## src/rtl/fetch_unit.sv

```systemverilog
// fetch_unit: sequential instruction fetch with a small {pc,instr} buffer
// toward decode. Redirects and soft resets squash buffered and in-flight
// fetches and restart at the new PC.
// Optional: define FETCH_STATS_EN to add redirect/squash counters.
module fetch_unit #(
  parameter logic [31:0] RESET_PC   = 32'h0000_0000,
  parameter int          FIFO_DEPTH = 2
) (
  input  logic        clock,
  input  logic        reset_n,
  input  logic        global_reset,
  input  logic        redirect_valid,
  input  logic [31:0] redirect_pc,
  output logic        imem_req,
  output logic [31:0] imem_addr,
  input  logic        imem_gnt,
  input  logic        imem_rvalid,
  input  logic [31:0] imem_rdata,
  output logic        out_valid,
  output logic [31:0] out_pc,
  output logic [31:0] out_instr,
  input  logic        out_ready
`ifdef FETCH_STATS_EN
  ,
  output logic [31:0] stat_redirects,
  output logic [31:0] stat_squashed
`endif
);

  localparam int AW = $clog2(FIFO_DEPTH);
  localparam int CW = AW + 1;
  localparam logic [CW-1:0] DEPTH_C = CW'(FIFO_DEPTH);

  localparam logic [2:0] IDLE    = 3'd0;
  localparam logic [2:0] REQ     = 3'd1;
  localparam logic [2:0] WAIT    = 3'd2;
  localparam logic [2:0] HOLD    = 3'd3;
  localparam logic [2:0] DISCARD = 3'd4;

  logic [2:0]    state_q, state_d;
  logic [31:0]   fetch_pc_q, fetch_pc_d;
  logic [31:0]   inflight_q, inflight_d;
  logic [CW-1:0] count_q;
  logic [AW-1:0] wr_q, rd_q;
  logic [31:0]   pc_mem  [FIFO_DEPTH];
  logic [31:0]   ins_mem [FIFO_DEPTH];

  logic          flush, pop, push;
  logic [31:0]   flush_pc;
  logic [CW-1:0] cnt_pop;

  // global_reset outranks redirect_valid; low address bits are dropped
  assign flush    = global_reset | redirect_valid;
  assign flush_pc = global_reset ? RESET_PC : (redirect_pc & 32'hFFFF_FFFC);
  assign pop      = out_valid & out_ready;
  // a squashing cycle never pushes, even if data lands in WAIT
  assign push     = (state_q == WAIT) & imem_rvalid & ~flush;
  // occupancy after this cycle's pop; a pop frees its slot immediately
  assign cnt_pop  = count_q - CW'(pop);

  assign imem_req  = (state_q == REQ);
  assign imem_addr = fetch_pc_q;
  assign out_valid = (count_q != '0);
  assign out_pc    = out_valid ? pc_mem[rd_q]  : 32'h0;
  assign out_instr = out_valid ? ins_mem[rd_q] : 32'h0;

  // next state / fetch pc; the flush override decides if a response is owed
  always_comb begin
    state_d    = state_q;
    fetch_pc_d = fetch_pc_q;
    inflight_d = inflight_q;
    case (state_q)
      IDLE: state_d = REQ;
      REQ: if (imem_gnt) begin
        inflight_d = fetch_pc_q;
        fetch_pc_d = fetch_pc_q + 32'd4;
        state_d    = WAIT;
      end
      WAIT:    if (imem_rvalid) state_d = (cnt_pop < DEPTH_C - CW'(1)) ? REQ : HOLD;
      HOLD:    if (cnt_pop < DEPTH_C) state_d = REQ;
      DISCARD: if (imem_rvalid) state_d = REQ;
      default: state_d = IDLE;
    endcase
    if (flush) begin
      fetch_pc_d = flush_pc;
      case (state_q)
        REQ:     state_d = imem_gnt    ? DISCARD : REQ;
        WAIT:    state_d = imem_rvalid ? REQ     : DISCARD;
        DISCARD: state_d = imem_rvalid ? REQ     : DISCARD;
        default: state_d = REQ;
      endcase
    end
  end

  // control registers
  always_ff @(posedge clock or negedge reset_n) begin
    if (!reset_n) begin
      state_q    <= IDLE;
      fetch_pc_q <= RESET_PC;
      inflight_q <= RESET_PC;
    end else begin
      state_q    <= state_d;
      fetch_pc_q <= fetch_pc_d;
      inflight_q <= inflight_d;
    end
  end

  // fifo pointers and occupancy; flush empties it after this cycle's pop
  always_ff @(posedge clock or negedge reset_n) begin
    if (!reset_n) begin
      count_q <= '0;
      wr_q    <= '0;
      rd_q    <= '0;
    end else if (flush) begin
      count_q <= '0;
      wr_q    <= '0;
      rd_q    <= '0;
    end else begin
      if (push) wr_q <= wr_q + AW'(1);
      if (pop)  rd_q <= rd_q + AW'(1);
      count_q <= count_q + CW'(push) - CW'(pop);
    end
  end

  // fifo storage; contents are only observed while out_valid
  always_ff @(posedge clock) begin
    if (push) begin
      pc_mem[wr_q]  <= inflight_q;
      ins_mem[wr_q] <= imem_rdata;
    end
  end

`ifdef FETCH_STATS_EN
  logic [CW-1:0] flushed;
  logic          dropped;
  logic [32:0]   sq_sum;
  logic [31:0]   redir_q, sq_q;

  assign flushed = flush ? cnt_pop : '0;
  assign dropped = imem_rvalid & ((state_q == DISCARD) | ((state_q == WAIT) & flush));
  assign sq_sum  = {1'b0, sq_q} + 33'(flushed) + 33'(dropped);
  assign stat_redirects = redir_q;
  assign stat_squashed  = sq_q;

  // saturating counters, cleared only by reset_n
  always_ff @(posedge clock or negedge reset_n) begin
    if (!reset_n) begin
      redir_q <= '0;
      sq_q    <= '0;
    end else begin
      if (flush && redir_q != 32'hFFFF_FFFF) redir_q <= redir_q + 32'd1;
      sq_q <= sq_sum[32] ? 32'hFFFF_FFFF : sq_sum[31:0];
    end
  end
`endif

endmodule
```

## config.mk

```make
export PLATFORM = sky130hd
export DESIGN_NAME = fetch_unit
export DESIGN_NICKNAME = d
export VERILOG_FILES = /design/src/rtl/fetch_unit.sv
export SDC_FILE = /design/constraint.sdc
export NUM_CORES = 1
export LEC_CHECK = 0
export BUFFER_PORTS_ARGS = -buffer_cell sky130_fd_sc_hd__buf_2
export CORE_MARGIN = 4
export CORE_UTILIZATION = 45
export DETAILED_ROUTE_END_ITERATION = 10
export PLACE_DENSITY = 0.74
export SYNTH_ARGS = -nofsm -noshare
export SYNTH_HDL_FRONTEND = slang
export SYNTH_SLANG_ARGS = --single-unit
```

## constraint.sdc

```tcl
create_clock -name clock -period 11.64 [get_ports clock]
set_clock_uncertainty 0.2 [all_clocks]
set_input_delay 2.328 -clock clock [delete_from_list [all_inputs] [get_ports clock]]
set_output_delay 2.328 -clock clock [all_outputs]
set_load 0.05 [all_outputs]
```

==> results.toml <==
[setup_path]
start_kind = "flop"
rr_worst_depth = 5
r2r-end = "imem_addr[29]"
crit_type = "flop to primary output"
worstPathArrival_ns = 2.49
r2r_slack_ns = 8.77
cp-startpoint = "rd_q"
r2r-start = "state_q[2]"
crit_fanout = 33
crit_required_ns = 9.11
worstSetupEndpointType = "primary output"

[cells_and_area]
final_common_cell = "buf_2"
synthToLayoutAreaGrowth_pct = 19.8
final_cell_mix = "buf_2 (162), edfxtp_1 (124), nand2_1 (115)"
num_antenna_cells = 0
drive_above_1_share_pct = 25.9
fill_cells = 1500
fin_nets = 884

[min_path]
min_path_cells = 0
hp-class = "flop to flop"
holdPathEnd = "pc_mem[0][15]"
hold_path.startpoint = "inflight_q[15]"

[pwr]
ir_drop_uv = 102
power.leakage_uw = 0.00400
power.total_uw = 1600
power.density_mw_per_mm2 = 165

[clock_tree]
cts_buffers = 17
post_cts_resized = 0
cts_sinks = 191
cts_tree = "done"
clk_path_buf_depth = 2
htreeDepth = 4
clock_tree.root_cell = "clkbuf_16"
postCtsSetupBuffers = 0
path_clk_slew_ns = 0.07
hold_buffers = 0
clkLatencyLatePin_ns = 0.42

[status]
status = "finished clean"

[floorplan]
core_mm2 = 0.0175
ios = 169
die_y_um = 142
rows = 48
die_area_mm2 = 0.0202
die_w_um = 142
initial_core_util_pct = 46.4

[sta]
finalSetupViolCount = 0
period_share_pct = 43.1
slew_headroom_pct = 44.2
timing.fmax_ghz = 0.199
min_period_ns = 5.02
rsz0062_at_grt = "no"
worstMarginPinSlew_ns = 0.838
drv_slew = 0
hold_viol_final = 0
fin_tns_setup_ns = 0

[synth]
synth_ff_type = "edfxtp_1"
synth_cell_types = 52
yosys_warnings = 0
synth-seq-cells = 191
seq_area_frac_synth_pct = 66.6
syn_area_mm2 = 0.00811
synth-edff-count = 124
syn_area_per_cell_um2 = 12.3
syn_inst = 657
synth_async_sr_flop_share_pct = 35.1

[global_routing]
grt_pass1_vias = 5455
track_usage_pct = 17.3
grt_max_degree = 68
grt_remaining_overflow = 0
grt_pass1_wl_um = 27700
antenna_found_initial = 0

[detailed_routing]
vias_per_cell = 5.21
first_pass_iters = 4
drt_iter0_drc = 250
drt-wirelength-per-cell_um = 16.2
postRouteWirelength_um = 16900
drc = 0
antenna_left = 0
vias = 5452

[place]
dp_hpwl_um = 11200
io_buffers = 162
gp_congestion = 0.877

[job]
cap_violations = 0
-- sequential cells by signal (all words and copies together), names as in the netlist --
signal	flops
count_q	2
imem_addr	30
inflight_q	30
ins_mem	64
pc_mem	60
rd_q	1
state_q	3
wr_q	1
-- critical path, cell delays in order (launching register included) --
cell     delay [ns]
dfrtp_4        0.79
buf_4          0.56
mux2i_1        0.33
nor2_1         0.06
buf_2          0.24
-- worst max-delay path by stage --
stage,end,depth (start not counted)
2_1_floorplan,ins_mem[0][0],4
3_3_place_gp,ins_mem[0][26],5
3_5_place_dp,ins_mem[0][27],5
4_1_cts,out_pc[20],4
5_1_grt,out_pc[20],4
6_report,out_pc[20],4
-- synthesized netlist by cell type (8+ instances only) --
| cell type | number | area [um2] |
|---|---|---|
| nor2_1 | 88 | 330 |
| inv_1 | 8 | 30.0 |
| mux2i_1 | 65 | 651 |
| edfxtp_1 | 124 | 3720 |
| clkbuf_1 | 22 | 82.6 |
| nand3_1 | 8 | 40.0 |
| dfrtp_1 | 67 | 1680 |
| xnor2_1 | 22 | 193 |
| nand4_1 | 9 | 56.3 |
| nor3_1 | 14 | 70.1 |
| o21ai_0 | 15 | 75.1 |
| a21oi_1 | 16 | 80.1 |
| nand2_1 | 115 | 432 |
-- routing by layer --
layer,up-vias,wire [um],GRT usage [%]
li1,2635,-,-
met1,2585,7660,23.8
met2,208,7830,27.3
met3,24,1110,3.63
met4,0,342,6.62
met5,-,0,0
-- layout make-up --
type                       instances  area (um2)  area share (%)
timing repair buffer             169         863            8.89
inverter                           9        33.8           0.348
sequential                       191        5400            55.7
clock inverter                    11         115            1.19
clock buffer                      21         492            5.06
multi-input combinational        421        2520            26.0
tap                              225         282            2.90
-- per-stage QoR --
stage / cells / util, % / instance area (um2) / setup WS (ns) / hold WS [ns]
CTS: 1047 / 55.6 / 9710 / 6.56 / 0.274
global placement: 1015 / 52.1 / 9100 / 6.88 / 0.249
finish: 1047 / 55.6 / 9710 / 6.62 / 0.272
detailed placement: 1015 / 52.1 / 9100 / 6.84 / 0.259
floorplan: 660 / - / 8120 / 5.40 / 0.242
global route: 1047 / 55.6 / 9710 / 6.43 / 0.291
-- kinds of logic after synthesis --
group / share of synthesized area, %
AOI/OAI and AO/OA: 4.49
xor gates and xnor gates: 2.70
adders and majority gates: 0.617
buffers and inverters: 2.65
DFF: 66.6
muxes: 8.02
other: 0.0462
and+or+nand+nor: 14.9
-- power by group --
| part | switching (uW) | internal (uW) |
|---|---|---|
| sequential | 54.2 | 796 |
| combinational | 116 | 52.7 |
| clock | 252 | 331 |
No activity file was read; power rests on OpenSTA's default activity.
